`src/rtl/bist_pkg.sv`:
```
// Shared state encodings and counter widths for the BIST signature controller.
package bist_pkg;

  typedef enum logic [2:0] {
    ST_IDLE    = 3'd0,
    ST_CLEAR   = 3'd1,
    ST_APPLY   = 3'd2,
    ST_DRAIN   = 3'd3,
    ST_COMPARE = 3'd4,
    ST_DONE    = 3'd5
  } bist_state_t;

  localparam int unsigned PAT_CNT_W   = 16;
  localparam int unsigned DRAIN_CNT_W = 4;

  function automatic logic is_busy(input bist_state_t s);
    return s inside {ST_CLEAR, ST_APPLY, ST_DRAIN, ST_COMPARE};
  endfunction

endpackage

```
`src/rtl/bist_pat_counter.sv`:
```
// Loadable up/down counter with a terminal-count flag.
module bist_pat_counter #(
  parameter int unsigned W = 16
) (
  input  logic         i_clk,
  input  logic         i_rst_n,
  input  logic         i_load,
  input  logic [W-1:0] i_load_val,
  input  logic         i_inc,
  input  logic         i_dec,
  input  logic [W-1:0] i_tc_val,
  output logic [W-1:0] o_count,
  output logic         o_tc
);

  logic [W-1:0] r_count;

  always_ff @(posedge i_clk or negedge i_rst_n) begin
    if (!i_rst_n)    r_count <= '0;
    else if (i_load) r_count <= i_load_val;
    else if (i_inc)  r_count <= r_count + 1'b1;
    else if (i_dec)  r_count <= r_count - 1'b1;
  end

  assign o_count = r_count;
  assign o_tc    = (r_count == i_tc_val);

endmodule

```
`src/rtl/bist_sig_controller.sv`:
```
// BIST sequencer: clear MISR, apply patterns, drain pipeline, compare signature.
module bist_sig_controller
  import bist_pkg::*;
#(
  parameter int unsigned       WIDTH        = 8,
  parameter int unsigned       NUM_PATTERNS = 255,
  parameter int unsigned       PIPE_LAT     = 1,
  parameter logic [WIDTH-1:0]  GOLDEN       = '0
) (
  input  logic                 clk,
  input  logic                 rst,
  input  logic                 start,
  input  logic                 abort,
  input  logic [WIDTH-1:0]     sig_in,
  output logic                 misr_clr,
  output logic                 misr_en,
  output logic                 tpg_en,
  output logic                 busy,
  output logic                 done,
  output logic                 pass,
  output logic [WIDTH-1:0]     signature,
  output logic [PAT_CNT_W-1:0] pat_cnt
);

  bist_state_t            r_state;
  bist_state_t            w_next;
  logic                   w_pat_load;
  logic                   w_pat_inc;
  logic                   w_pat_tc;
  logic [PAT_CNT_W-1:0]   w_pat_cnt;
  logic                   w_drn_load;
  logic                   w_drn_dec;
  logic                   w_drn_tc;
  logic [DRAIN_CNT_W-1:0] w_drn_cnt;
  logic [WIDTH-1:0]       r_signature;
  logic                   r_pass;

  bist_pat_counter #(.W(PAT_CNT_W)) u_pat_cnt (
    .i_clk      (clk),
    .i_rst_n    (rst),
    .i_load     (w_pat_load),
    .i_load_val ('0),
    .i_inc      (w_pat_inc),
    .i_dec      (1'b0),
    .i_tc_val   (PAT_CNT_W'(NUM_PATTERNS - 1)),
    .o_count    (w_pat_cnt),
    .o_tc       (w_pat_tc)
  );

  bist_pat_counter #(.W(DRAIN_CNT_W)) u_drn_cnt (
    .i_clk      (clk),
    .i_rst_n    (rst),
    .i_load     (w_drn_load),
    .i_load_val (DRAIN_CNT_W'(PIPE_LAT)),
    .i_inc      (1'b0),
    .i_dec      (w_drn_dec),
    .i_tc_val   (DRAIN_CNT_W'(1)),
    .o_count    (w_drn_cnt),
    .o_tc       (w_drn_tc)
  );

  always_ff @(posedge clk or negedge rst) begin
    if (!rst) r_state <= ST_IDLE;
    else      r_state <= w_next;
  end

  // The APPLY cycle in which abort arrives still counts its pattern, since tpg_en was high.
  always_comb begin
    w_next     = r_state;
    w_pat_load = 1'b0;
    w_pat_inc  = 1'b0;
    w_drn_load = 1'b0;
    w_drn_dec  = 1'b0;
    case (r_state)
      ST_IDLE: if (start) w_next = ST_CLEAR;
      ST_CLEAR: begin
        w_pat_load = 1'b1;
        w_next     = abort ? ST_IDLE : ST_APPLY;
      end
      ST_APPLY: begin
        w_pat_inc = 1'b1;
        if (abort) begin
          w_next = ST_IDLE;
        end else if (w_pat_tc) begin
          w_drn_load = 1'b1;
          w_next     = (PIPE_LAT > 0) ? ST_DRAIN : ST_COMPARE;
        end
      end
      ST_DRAIN: begin
        w_drn_dec = 1'b1;
        if (abort)                             w_next = ST_IDLE;
        else if (w_drn_tc || w_drn_cnt == '0)  w_next = ST_COMPARE;
      end
      ST_COMPARE: w_next = abort ? ST_IDLE : ST_DONE;
      ST_DONE:    if (start) w_next = ST_CLEAR;
      default:    w_next = ST_IDLE;
    endcase
  end

  always_ff @(posedge clk or negedge rst) begin
    if (!rst) begin
      r_signature <= '0;
      r_pass      <= 1'b0;
    end else if (r_state == ST_COMPARE && !abort) begin
      r_signature <= sig_in;
      r_pass      <= (sig_in == GOLDEN);
    end else if (w_next != ST_DONE) begin
      r_pass      <= 1'b0;
    end
  end

  assign misr_clr  = (r_state == ST_CLEAR);
  assign tpg_en    = (r_state == ST_APPLY);
  assign misr_en   = (r_state == ST_APPLY) || (r_state == ST_DRAIN);
  assign busy      = is_busy(r_state);
  assign done      = (r_state == ST_DONE);
  assign pass      = r_pass;
  assign signature = r_signature;
  assign pat_cnt   = w_pat_cnt;

endmodule
```
`config.mk`:
```
export PLATFORM = sky130hd
export DESIGN_NAME = bist_sig_controller
export DESIGN_NICKNAME = d
export VERILOG_FILES = /design/src/rtl/bist_pkg.sv /design/src/rtl/bist_pat_counter.sv /design/src/rtl/bist_sig_controller.sv
export SDC_FILE = /design/constraint.sdc
export NUM_CORES = 1
export LEC_CHECK = 0
export CORE_ASPECT_RATIO = 0.9
export CORE_MARGIN = 5
export CORE_UTILIZATION = 45
export CTS_BUF_LIST = sky130_fd_sc_hd__clkbuf_8
export DETAILED_ROUTE_END_ITERATION = 10
export GPL_TIMING_DRIVEN = 0
export PLACE_DENSITY = 0.71
export SLEW_MARGIN = 20
export SYNTH_ARGS = -nofsm -noshare
export SYNTH_HDL_FRONTEND = slang
export SYNTH_HIERARCHICAL = 1
export SYNTH_SLANG_ARGS = --single-unit
```
`constraint.sdc`:
```
create_clock -name clk -period 3.2 [get_ports clk]
set_input_delay 0.64 -clock clk [delete_from_list [all_inputs] [get_ports clk]]
set_output_delay 0.64 -clock clk [all_outputs]
set_load 0.01 [all_outputs]
```
=== Word-level counts from Yosys, hierarchy flattened ===
Index checks and enable logic that the tools add are counted.

* Output and inout bits: 30
* Logic and storage cells: 47
* Memories: 0
* Flip-flop bits (word level): 32
* Bits in latches: 0
* Memory bits (writable): 0
* Bits in read-only memories: 0
* Input bits: 12

* Divide/modulo/power cells: 0
* Add/subtract/negate cells: 2
* Bitwise logic cells: 0
* Eq/ne operators: 8
* Reduce and logical (&&, ||, !) cells: 12
* Order comparisons: 0
* Multipliers: 0
* Shift-type cells: 0
* Mux-type cells: 20

{| class="wikitable"
|+ Operators with widths
! cell !! number
|-
| $mux 16 || 2
|-
| $mux 3 || 6
|-
| $add 16x1->16 const B || 1
|-
| $eq 16x8->1 const B || 1
|-
| $pmux 3 s5 || 1
|-
| $logic_not 8->1 || 1
|-
| $mux 1 || 8
|-
| $mux 4 || 2
|-
| $eq 3x2->1 const B || 2
|-
| $eq 3x3->1 const B || 2
|-
| $reduce_bool 2->1 || 3
|-
| $eq 4x1->1 const B || 1
|-
| $logic_not 4->1 || 1
|-
| $reduce_bool 4->1 || 1
|-
| $sub 4x1->4 const B || 1
|-
| $eq 3x1->1 const B || 1
|-
| $logic_not 3->1 || 1
|-
| $ne 3x3->1 const B || 1
|-
| $logic_or 1x1->1 || 2
|-
| $mux 2 || 1
|-
| $reduce_or 2->1 || 1
|-
| $logic_and 1x1->1 || 1
|-
| $logic_not 1->1 || 1
|}

=== Depth between registers and ports, before layout ===
Gate-level depths: netlist of run 1.

* Depth in word-level cells: 8
* Gate-level depth with buffers: 12
* Mapped depth without buffers: 11

=== Hierarchy ===
Netlist of run 1, hierarchy kept.

{| class="wikitable"
|+ Modules (own cells, without submodules)
! module !! instances !! area each (µm²) !! sequential area each (µm²) !! cells an instance
|-
| bist_pat_counter at u_pat_cnt || 1 || 1,634.1 || 400.4 || 183
|-
| bist_sig_controller || 1 || 644.4 || 300.3 || 56
|-
| bist_pat_counter at u_drn_cnt || 1 || 331.6 || 100.1 || 35
|}

=== Worst setup path before layout of run 1 ===
Ideal clock, no wire load.

* Kind: register to register
* Start: reg r_state[2]
* End: reg u_pat_cnt.r_count[8] (netlist: u_pat_cnt/o_count[8])
* Cell stages (with the launch flop): 13
* Setup slack: 0.004 ns
* Arrival time: 3.070 ns
* Required time: 3.074 ns
* Buffers on the path: 1
* Period minus slack after synthesis: 3.196 ns
* Cells stage by stage: dfrtp_1 buf_6 nor2b_4 and2_1 inv_1 ha_1 nor2b_4 o31a_1 or2_1 or3_1 a31oi_1 xnor2_1 a221o_1

* Word-level cells in the longest chain between the ends: 3

{| class="wikitable"
|+ RTL lines
! what !! line !! source
|-
| start, declared || bist_sig_controller.sv:25 || <nowiki>bist_state_t r_state;</nowiki>
|-
| start signal, assigned || bist_sig_controller.sv:64 || <nowiki>else r_state <= w_next;</nowiki>
|-
| $eq 3x2->1 || -- ||
|-
| net tpg_en || bist_sig_controller.sv:17 || <nowiki>output logic tpg_en,</nowiki>
|-
| $mux 1 || bist_sig_controller.sv:74 || <nowiki>case (r_state)</nowiki>
|-
| $reduce_bool 2->1 (no line) || -- ||
|-
| end signal, assigned || bist_pat_counter.sv:20 || <nowiki>else if (i_load) r_count <= i_load_val;</nowiki>
|-
| end signal, assigned || bist_pat_counter.sv:21 || <nowiki>else if (i_inc) r_count <= r_count + 1'b1;</nowiki>
|-
| end signal, assigned || bist_pat_counter.sv:22 || <nowiki>else if (i_dec) r_count <= r_count - 1'b1;</nowiki>
|-
| end, declared || bist_pat_counter.sv:16 || <nowiki>logic [W-1:0] r_count;</nowiki>
|}

The timed path passes the listed nets, and every way through them passes these cells.
A chain may end at the register's enable or synchronous reset.

=== Final worst setup path of run 1 ===
* Start: reg r_state[2]
* End: reg u_pat_cnt.r_count[8] (netlist: u_pat_cnt/o_count[8])

* Word-level cells in the longest chain between the ends: 3

{| class="wikitable"
|+ RTL lines
! what !! line
|-
| $eq 3x1->1 or $eq 3x2->1 (tied branches) || bist_sig_controller.sv:74
|-
| $mux 1 || bist_sig_controller.sv:74
|-
| $mux 16 or $reduce_bool 2->1 (tied branches) || --
|}

Several ways; a longest one is shown, not always the timed one.

==> results of run 1 <==
final timing paths:
check                             startpoint               endpoint  slack, ns  depth (start not counted)
worst max register to register    r_state[2]   u_pat_cnt/o_count[8]       0.08                         12
worst min register to register  signature[4]           signature[4]       0.51                          1
max in group asynchronous                rst             r_state[1]       2.51                          2
worst max-delay path              r_state[2]   u_pat_cnt/o_count[8]       0.08                         12
min in group clk                signature[4]           signature[4]       0.51                          1
worst min-delay path                     rst  u_pat_cnt/o_count[13]       0.25                          1
placed cells by master (no fill, tap or decap), drive strengths merged, types with 2 or more instances in the layout:
master / Yosys / routed
a21oi: 20 / 20
nand3: 2 / 2
dfrtp: 32 / 32
nand2: 16 / 16
nor3: 8 / 8
inv: 8 / 7
a221o: 2 / 2
a21o: 6 / 6
clkdlybuf4s50: 1 / 41
nor4: 6 / 6
and2: 3 / 3
nor2: 19 / 19
clkinvlp: 0 / 2
conb: 2 / 46
o211ai: 5 / 5
buf: 2 / 10
xor2: 11 / 11
a211oi: 5 / 5
o21ai: 16 / 16
nor3b: 4 / 4
nor2b: 5 / 5
mux2i: 4 / 4
clkbuf: 6 / 11
o31ai: 2 / 2
a221oi: 3 / 3
fa: 2 / 2
mux2: 14 / 14
xnor2: 23 / 23
ha: 16 / 16
nand2b: 4 / 4
or3: 2 / 2
nand4: 4 / 4
and3: 2 / 2
or2: 4 / 4
routing by layer:
| metal | global-route usage, % | routed length [um] | vias to the layer above |
|---|---|---|---|
| met4 | 5.06 | 69 | 0 |
| li1 | - | - | 1154 |
| met2 | 28.9 | 2940 | 43 |
| met3 | 2.81 | 230 | 4 |
| met1 | 24.0 | 2950 | 1071 |
| met5 | 0 | 0 | - |
where the power goes:
group          internal, W  leakage [nW]  total (W)  switching, W
registers         0.000591         0.387   0.000813      0.000222
clock network     0.000230        0.0541   0.000390      0.000160
logic              0.00127          1.04    0.00243       0.00115
total              0.00209          1.48    0.00363       0.00153
cell families after synthesis:
kind of cell	share of synthesized area [%]
and+or+nand+nor	18.3
AOI/OAI and AO/OA	18.1
xor gates and xnor gates	11.4
DFF	30.7
adders and majority gates	9.20
muxes	7.57
buffers and inverters	4.46
other	0.288
flip-flops by register name, indices dropped and copies added, names as in the netlist:
signal and count:
u_pat_cnt/o_count 16, signature 8, u_drn_cnt/o_count 4, r_state 3
pass 1
per-stage QoR:
step / total power, W / TNS [ns] / setup WS (ns) / utilization (%) / cells
final: 0.00363 / 0 / 0.0786 / 61.7 / 444
after global routing: 0.00394 / -0.0330 / -0.0330 / 61.7 / 444
after global placement: 0.00304 / -1.06 / -0.282 / 57.8 / 429
after floorplan: 0.00240 / 0 / 0.00368 / - / 318
after detailed placement: 0.00310 / -1.41 / -0.326 / 58.2 / 430
after CTS: 0.00353 / 0 / 0.0684 / 60.7 / 441
what timing repair did:
item                                    in CTS  in global routing
pin swaps                                    1                  5
resized for setup                            4                  8
endpoints found under the setup margin       9                  5
buffers inserted                             3                  3
area by class of cell:
| class | instances | area (um^2) | share of cell area [%] |
|---|---|---|---|
| Sequential cell | 32 | 802 | 23.0 |
| Timing Repair Buffer | 48 | 478 | 13.7 |
| Clock buffer | 5 | 68.8 | 1.97 |
| Tap cell | 70 | 87.6 | 2.51 |
| Buffer | 9 | 86.3 | 2.47 |
| Inverter | 8 | 33.8 | 0.967 |
| Multi-Input combinational cell | 269 | 1900 | 54.2 |
| Clock inverter | 3 | 42.5 | 1.22 |
==> metrics.csv, run 1 <==
stage,metric,value,unit
timing,Peak Freq,320,MHz
worst_setup_path,CP most frequent cell,nor2b_4,
timing,WHS,0.254,ns
route,drt pass-1 iters,5,
finish,Layout area overhead,33.9,%
worst_hold_path,Hold Crit Class,input pin to async pin,
worst_setup_path,Top Family by Delay on Critical Path,simple AND/OR/NAND/NOR gates,
pwr,VDD IR-drop max,0.580,mV
timing,post-layout min period,3.12,ns
floorplanning,die area,7430,um^2
run,Max-cap violations,0,
timing,clock skew,0.0118,ns
global_routing,total congestion overflow,0,
floorplanning,Die Wd,90.3,um
clocking,"Clk Latency, worst-skew pair",0.29,ns
floorplanning,row count,26,
placement,number of buffers added on ports,41,
floorplanning,core area,5660,um^2
route,Vias/cell,5.12,
timing,Final setup viols,0,
synthesis,most frequent cell after synthesis,dfrtp_1,
placement,GP Congestion,0.822,
route,initial drt markers,85,
synthesis,total number of yosys warnings,6,
timing,"Hold Violations, Final",0,
route,Vias,2272,
route,detail-routed net length per standard cell,13.9,um
synthesis,"FF+latch count, synth",32,
worst_setup_path,crit path cell chain,"buf_6, nor2b_4, and2_4, clkinvlp_4, ha_1, nor2b_4, o31a_1, or2_1, or3_1, a31oi_1, xnor2_1, a221o_1",
clocking,hold buffers post-CTS,0,
global_routing,GRT Total Usage,17.5,%
global_routing,number of global-route vias before repair,2213,
floorplanning,I/O pin total,42,
finish,fin area,3490,um^2
floorplanning,Initial Util,46.1,%
worst_setup_path,critical path endpoint category,register,
global_routing,initial antenna violation count,0,
timing,max-slew violations,0,
worst_setup_path,crit-path max cell delay,0.38,ns
placement,hpwl dp,4790,um
worst_setup_path,"slowest stage cell, crit path",ha_1,
timing,RSZ-0062 raised after global routing,true,
clocking,# clock sinks,32,
placement,dpl cell area,3300,um^2
synthesis,post-synthesis instance area,2610,um^2
synthesis,ys flop type,dfrtp_1,
global_routing,first-pass GRT wire length,10600,um
finish,Ant. Diodes,0,
clocking,root buffer cell,clkbuf_8,
finish,share of cells above drive strength 1,15.5,%
synthesis,Post-synth ARST share,100,%
clocking,CTS tree,built,
synthesis,Synth area leader,dfrtp_1,
floorplanning,Die Ht,82.3,um
worst_setup_path,CP required,3.38,ns
pwr,Power Dens Cells,1040,nW/um^2
pwr,Static Leak,1.48,nW
synthesis,count of flip-flops with a built-in enable after synthesis,0,
synthesis,register area share after synthesis,30.7,%
outcome,outcome,"complete, no violations",
global_routing,largest net degree at the start of global routing,21,
clocking,CTS HTree Levels,2,
route,ANT nets after route,0,
synthesis,synth cell count leaders,"dfrtp_1, xnor2_1, a21oi_1",
synthesis,Synth cell types,58,
synthesis,synthesized instance count,274,
clocking,Num CTS Buffers,5,
synthesis,leading post-synthesis cells by cell area,"dfrtp_1, xnor2_1, ha_1, mux2_2, a21oi_1",
worst_setup_path,Critical Path Fanout Max,8,
worst_setup_path,Worst EP arrival,3.30,ns
clocking,clock-pin slew on the worst setup and hold paths,0.08,ns
timing,Worst-Margin Slew,0.583,ns
worst_setup_path,Startpoint Class,register,
timing,crit share post-route,97.5,%
finish,layout filler cell count,514,
synthesis,Mapped Avg Cell Area,9.53,um^2
route,final WL,6190,um
finish,Layout Nets,403,
route,number of remaining DRC errors,0,
synthesis,share of the synthesized area in the top cell type,30.7,%
worst_setup_path,crit path kind,register to register,
worst_setup_path,critical path buffer and inverter count,2,
clocking,Longest Clk Path Bufs,2,
timing,max_slew headroom,61.1,%
No activity file was read; power rests on OpenSTA's default activity.
==> inputs of run 2 (changes only) <==
--- a/config.mk
+++ b/config.mk
@@ -10,7 +10,6 @@
 export CORE_UTILIZATION = 45
 export CTS_BUF_LIST = sky130_fd_sc_hd__clkbuf_8
 export DETAILED_ROUTE_END_ITERATION = 10
-export GPL_TIMING_DRIVEN = 0
 export PLACE_DENSITY = 0.71
 export SLEW_MARGIN = 20
 export SYNTH_ARGS = -nofsm -noshare
==> metrics.csv, run 2 (synthesized netlist as in run 1, its figures left out) <==
stage,metric,value,unit
timing,max-slew violations,0,
timing,RSZ-0062 raised after global routing,false,
clocking,Longest Clk Path Bufs,2,
finish,Layout Nets,396,
worst_setup_path,Startpoint Class,register,
pwr,clock power share,9.6,%
pwr,P_sw,0.00150,W
pwr,total power,0.00341,W
finish,share of cells above drive strength 1,12.0,%
worst_hold_path,min-delay src,signature[2],
worst_setup_path,Worst EP arrival,3.15,ns
floorplanning,Die Wd,90.3,um
global_routing,total congestion overflow,0,
clocking,Resize count post-CTS,0,
timing,Final setup viols,0,
worst_setup_path,critical path buffer and inverter count,1,
run,Max-cap violations,0,
finish,Non-Filler Instances,437,
floorplanning,Die Ht,82.3,um
finish,Reg area,801,um^2
worst_setup_path,Setup crit start,r_state[1],
timing,Peak Freq,336,MHz
route,Vias/cell,5.00,
route,drt pass-1 iters,5,
outcome,outcome,"complete, no violations",
floorplanning,I/O pin total,42,
clocking,root buffer cell,clkbuf_8,
floorplanning,row count,26,
worst_setup_path,Critical Path Fanout Max,10,
route,Vias,2186,
worst_setup_path,crit path kind,register to register,
timing,"Hold Violations, Final",0,
worst_hold_path,Hold Crit Class,register to register,
worst_setup_path,reg-to-reg critical path startpoint,r_state[1],
floorplanning,core area,5660,um^2
global_routing,number of global-route vias before repair,2129,
worst_setup_path,crit path cell chain,"nor2b_4, and2_1, inv_1, ha_1, nor2b_4, o31a_1, or2_1, or3_1, a31oi_1, xnor2_1, a221o_1",
timing,post-layout min period,2.97,ns
worst_setup_path,critical path endpoint category,register,
clocking,# clock sinks,32,
finish,Ant. Diodes,0,
pwr,VDD IR-drop max,0.530,mV
global_routing,GRT Total Usage,16.4,%
finish,"most common cell after layout, fill and taps aside",conb_1,
worst_setup_path,CP most frequent cell,nor2b_4,
route,number of remaining DRC errors,0,
pwr,Logic pwr share,66.6,%
route,detail-routed net length per standard cell,13.5,um
finish,max FFs per register,16,
global_routing,initial antenna violation count,0,
clocking,Num CTS Buffers,5,
worst_setup_path,"slowest stage cell, crit path",dfrtp_1,
finish,"leading cell types in the layout, fill and taps excluded","conb_1, clkdlybuf4s50_1, dfrtp_1, xnor2_1, a21oi_1",
floorplanning,Initial Util,46.1,%
clocking,Setup Buffers After CTS,0,
placement,number of buffers added on ports,41,
finish,Layout area overhead,28.4,%
global_routing,largest net degree at the start of global routing,35,
clocking,CTS tree,built,
worst_setup_path,crit-path max cell delay,0.39,ns
clocking,"Clk Latency, worst-skew pair",0.28,ns
worst_setup_path,CP required,3.38,ns
pwr,Static Leak,1.43,nW
pwr,Seq pwr share,23.7,%
route,initial drt markers,71,
worst_setup_path,Top Family by Delay on Critical Path,simple AND/OR/NAND/NOR gates,
route,final WL,5910,um
finish,multi-input logic area,1860,um^2
pwr,Internal,0.00191,W
timing,crit share post-route,92.9,%
route,ANT nets after route,0,
clocking,clock-pin slew on the worst setup and hold paths,0.08,ns
timing,WHS,0.510,ns
timing,final setup TNS,0,ns
timing,clock skew,0.00468,ns
clocking,CTS HTree Levels,2,
floorplanning,die area,7430,um^2
placement,hpwl dp,4550,um
pwr,Sw Ratio,43.9,%
finish,layout filler cell count,505,
placement,cell count after placement,429,
pwr,Power Dens Cells,1020,nW/um^2
global_routing,first-pass GRT wire length,10000,um
placement,GP Congestion,0.917,
clocking,hold buffers post-CTS,0,
[run 2: cell count changes in the layout (fill, tap and decap cells not counted), moves of 2 or more]
cell      delta
buf_4        +3
clkbuf_1     -3
clkbuf_8     -3
buf_6        -2
ha_1         +2
inv_1        +2
[run 2: area by class of cell]
class | instances | share of cell area, %
Tap cell | 70 | 2.61
Clock buffer | 5 | 2.05
Clock inverter | 3 | 0.709
Inverter | 8 | 0.896
Timing Repair Buffer | 50 | 14.3
Multi-Input combinational cell | 269 | 55.6
Sequential cell | 32 | 23.9
[run 2: power by group through the flow]
stage	clock (W)	sequential, W	combinational [W]
floorplan	0	0.000840	0.00157
finish	0.000328	0.000808	0.00227
global route	0.000360	0.000846	0.00252
global placement	0	0.000817	0.00220
CTS	0.000341	0.000814	0.00227
detailed placement	0	0.000819	0.00226
[run 2: worst reg2reg max path: cells and delay by family (launching register included)]
family	cells	cell delay, ns
fa+ha+maj	1	0.34
buf+inv	1	0.29
simple gates	5	0.99
compound gates	3	0.77
xor+xnor	1	0.08
flops	1	0.39
[run 2: path summary, 6_finish.rpt]
path | slack [ns] | cells after the start | to
min in group asynchronous | 0.75 | 2 | u_drn_cnt/o_count[3]
worst min register to register | 0.51 | 1 | signature[2]
worst max-delay path | 0.23 | 11 | u_pat_cnt/o_count[8]
worst max register to register | 0.23 | 11 | u_pat_cnt/o_count[8]
max in group asynchronous | 2.14 | 2 | signature[0]
worst min-delay path | 0.51 | 1 | signature[2]
[run 2: stage by stage]
stage / area, um^2 / util, % / worst slack (ns)
after floorplan: 2780 / - / 0.00368
after global placement: 3260 / 57.6 / 0.317
after detailed placement: 3260 / 57.6 / 0.240
after CTS: 3350 / 59.2 / 0.236
after global routing: 3350 / 59.2 / 0.0548
final: 3350 / 59.2 / 0.227
[run 2: layer usage]
layer / up-vias / track usage, % / share of wire, %
met1: 1009 / 22.1 / 49
met4: 0 / 3.57 / 0.58
met5: - / 0 / 0
li1: 1141 / - / -
met3: 2 / 2.81 / 3.0
met2: 34 / 27.9 / 48
==> inputs of run 3 (changes only) <==
--- a/config.mk
+++ b/config.mk
@@ -5,12 +5,13 @@
 export SDC_FILE = /design/constraint.sdc
 export NUM_CORES = 1
 export LEC_CHECK = 0
+export ABC_AREA = 1
 export CORE_ASPECT_RATIO = 0.9
 export CORE_MARGIN = 5
 export CORE_UTILIZATION = 45
 export CTS_BUF_LIST = sky130_fd_sc_hd__clkbuf_8
 export DETAILED_ROUTE_END_ITERATION = 10
-export PLACE_DENSITY = 0.71
+export PLACE_DENSITY = 0.68
 export SLEW_MARGIN = 20
 export SYNTH_ARGS = -nofsm -noshare
 export SYNTH_HDL_FRONTEND = slang
==> constraint.sdc (replaced) <==
create_clock -name clk -period 3.65 [get_ports clk]
set_input_delay 0.73 -clock clk [delete_from_list [all_inputs] [get_ports clk]]
set_output_delay 0.73 -clock clk [all_outputs]
set_load 0.01 [all_outputs]
==> metrics.csv, run 3 <==
stage,metric,value,unit
outcome,outcome,"complete, no violations",
finish,Layout area overhead,28.6,%
floorplanning,Die Wd,91.8,um
synthesis,ys flop type,dfrtp_1,
pwr,VDD IR-drop max,0.512,mV
global_routing,GRT Total Usage,19.3,%
clocking,root buffer cell,clkbuf_8,
worst_hold_path,min-delay src,signature[6],
clocking,Longest Clk Path Bufs,2,
floorplanning,row count,26,
worst_setup_path,crit path kind,register to register,
worst_setup_path,"slowest stage cell, crit path",dfrtp_1,
timing,max-slew violations,0,
route,detail-routed net length per standard cell,12.4,um
timing,max_slew headroom,65.6,%
clocking,# clock sinks,32,
clocking,"Clk Latency, worst-skew pair",0.30,ns
finish,"leading cell types in the layout, fill and taps excluded","nand2_1, conb_1, clkdlybuf4s50_1, inv_1, dfrtp_1",
synthesis,Mapped Avg Cell Area,6.91,um^2
clocking,clock-pin slew on the worst setup and hold paths,0.07,ns
worst_hold_path,Worst Hold Path EP,signature[6],
synthesis,total number of yosys warnings,6,
route,Vias/cell,4.76,
worst_setup_path,Startpoint Class,register,
clocking,Resize count post-CTS,0,
worst_setup_path,Worst EP arrival,2.73,ns
pwr,Static Leak,1.77,nW
worst_setup_path,flop-to-flop setup slack,1.10,ns
timing,RSZ-0062 raised after global routing,false,
clocking,Setup Buffers After CTS,0,
worst_setup_path,crit path cell chain,"inv_1, nand3_1, inv_1, inv_1, ha_1, or2_1, nand4_1, nand2_1, nand2_1, nand3b_1, nand3_1, nand2_1",
worst_setup_path,Setup crit start,r_state[0],
clocking,hold buffers post-CTS,0,
placement,number of buffers added on ports,41,
timing,post-layout min period,2.55,ns
worst_hold_path,Hold Crit Class,register to register,
finish,"most common cell after layout, fill and taps aside",nand2_1,
floorplanning,core area,5760,um^2
route,Vias,2647,
floorplanning,Die Ht,83.6,um
synthesis,register area share after synthesis,29.5,%
run,Max-cap violations,0,
worst_setup_path,critical path endpoint category,register,
timing,"Hold Violations, Final",0,
synthesis,Synth cell types,39,
synthesis,"FF+latch count, synth",32,
placement,GP Congestion,0.856,
placement,hpwl dp,5340,um
floorplanning,Initial Util,47.1,%
worst_setup_path,Critical R2R Capture,u_pat_cnt/o_count[9],
finish,share of cells above drive strength 1,8.02,%
synthesis,count of flip-flops with a built-in enable after synthesis,0,
synthesis,Post-synth ARST share,100,%
synthesis,Synth area leader,dfrtp_1,
synthesis,share of the synthesized area in the top cell type,29.5,%
route,final WL,6900,um
floorplanning,I/O pin total,42,
timing,Worst-Margin Slew,0.516,ns
synthesis,leading post-synthesis cells by cell area,"dfrtp_1, nand2_1, ha_1, inv_1, xor2_1",
timing,final setup TNS,0,ns
timing,Final setup viols,0,
worst_setup_path,CP required,3.83,ns
clocking,CTS HTree Levels,2,
worst_setup_path,crit-path max cell delay,0.42,ns
worst_setup_path,Critical Path Fanout Max,14,
route,drt pass-1 iters,4,
timing,crit share post-route,69.8,%
pwr,Power Dens Cells,1060,nW/um^2
global_routing,initial antenna violation count,0,
route,initial drt markers,120,
timing,clock skew,0.00991,ns
global_routing,total congestion overflow,0,
synthesis,post-synthesis instance area,2710,um^2
route,number of remaining DRC errors,0,
finish,Layout Nets,515,
global_routing,number of global-route vias before repair,2561,
worst_setup_path,reg-to-reg critical path startpoint,r_state[0],
clocking,Num CTS Buffers,5,
floorplanning,die area,7680,um^2
global_routing,first-pass GRT wire length,12100,um
finish,post-layout util,60.5,%
finish,Ant. Diodes,0,
timing,Peak Freq,392,MHz
finish,max FFs per register,16,
route,ANT nets after route,0,
clocking,CTS tree,built,
worst_hold_path,hold depth,2,
synthesis,most frequent cell after synthesis,nand2_1,
worst_setup_path,worst reg2reg path depth,12,
synthesis,synth cell count leaders,"nand2_1, inv_1, dfrtp_1",
synthesis,synthesized instance count,392,
global_routing,largest net degree at the start of global routing,33,
==> run 3: cell types whose count changed after synthesis, moves of 6 or more <==
cell,before,now
nand2_1,16,128
inv_1,8,40
nand3_1,2,27
xnor2_1,23,6
mux2_2,14,0
nor2_1,19,27
a21o_1,6,0
a21oi_1,20,14
==> run 3: cells by family (layout without fill, tap and decap cells) <==
logic type,count (synthesis),in the layout,share of synthesized area [%]
buffers and inverters,53,101,7.89
adder cells (fa/ha/maj),18,18,8.86
flip-flops,32,32,29.5
XOR/XNOR,22,22,7.11
other,2,48,0.277
AO/OA/AOI/OAI,45,45,10.5
AND/OR/NAND/NOR,220,220,35.8
==> run 3: how the worst max path moves through the flow <==
stage	endpoint	slack, ns	depth (start not counted)
floorplan	u_pat_cnt/o_count[15]	1.38	14
global placement	u_pat_cnt/o_count[10]	1.16	14
detailed placement	u_pat_cnt/o_count[14]	1.12	14
CTS	misr_clr	1.10	3
global route	u_pat_cnt/o_count[15]	0.82	15
finish	u_pat_cnt/o_count[9]	1.10	12
==> run 3: power by group <==
group	total (W)	internal [W]	switching (W)	leakage, nW
Combinational	0.00260	0.00112	0.00149	1.33
Clock	0.000353	0.000202	0.000150	0.0541
Sequential	0.000737	0.000537	0.000200	0.394
Total	0.00369	0.00186	0.00184	1.77
==> run 3: area by class of cell <==
type	count	area, um^2
Clock buffer	5	68.8
Multi-Input combinational cell	353	1870
Timing Repair Buffer	44	433
Fill cell	573	2270
Tap cell	70	87.6
Sequential cell	32	801
Inverter	49	184
Clock inverter	3	42.5
==> run 3: layer usage <==
metal | vias up | track usage, % | share of wire [%]
met1 | 1192 | 26.6 | 48
met4 | 0 | 5.53 | 0.75
li1 | 1398 | - | -
met3 | 6 | 3.79 | 6.1
met5 | - | 0 | 0
met2 | 51 | 30.7 | 45
==> run 3: worst max-delay path: cells and delay by family, from the launching register on <==
kind	cells	cell delay [ns]
buf+inv	3	0.62
fa+ha+maj	1	0.42
flops	1	0.42
simple gates	8	0.98
==> run 3: stage by stage <==
step	instance area (um^2)	power [W]	std cells	hold WS (ns)	worst slack, ns
finish	3480	0.00369	556	0.478	1.10
global route	3480	0.00410	556	0.510	0.816
CTS	3480	0.00371	556	0.478	1.10
detailed placement	3370	0.00332	548	0.461	1.12
global placement	3370	0.00328	548	0.453	1.16
floorplan	2880	0.00254	438	0.434	1.38
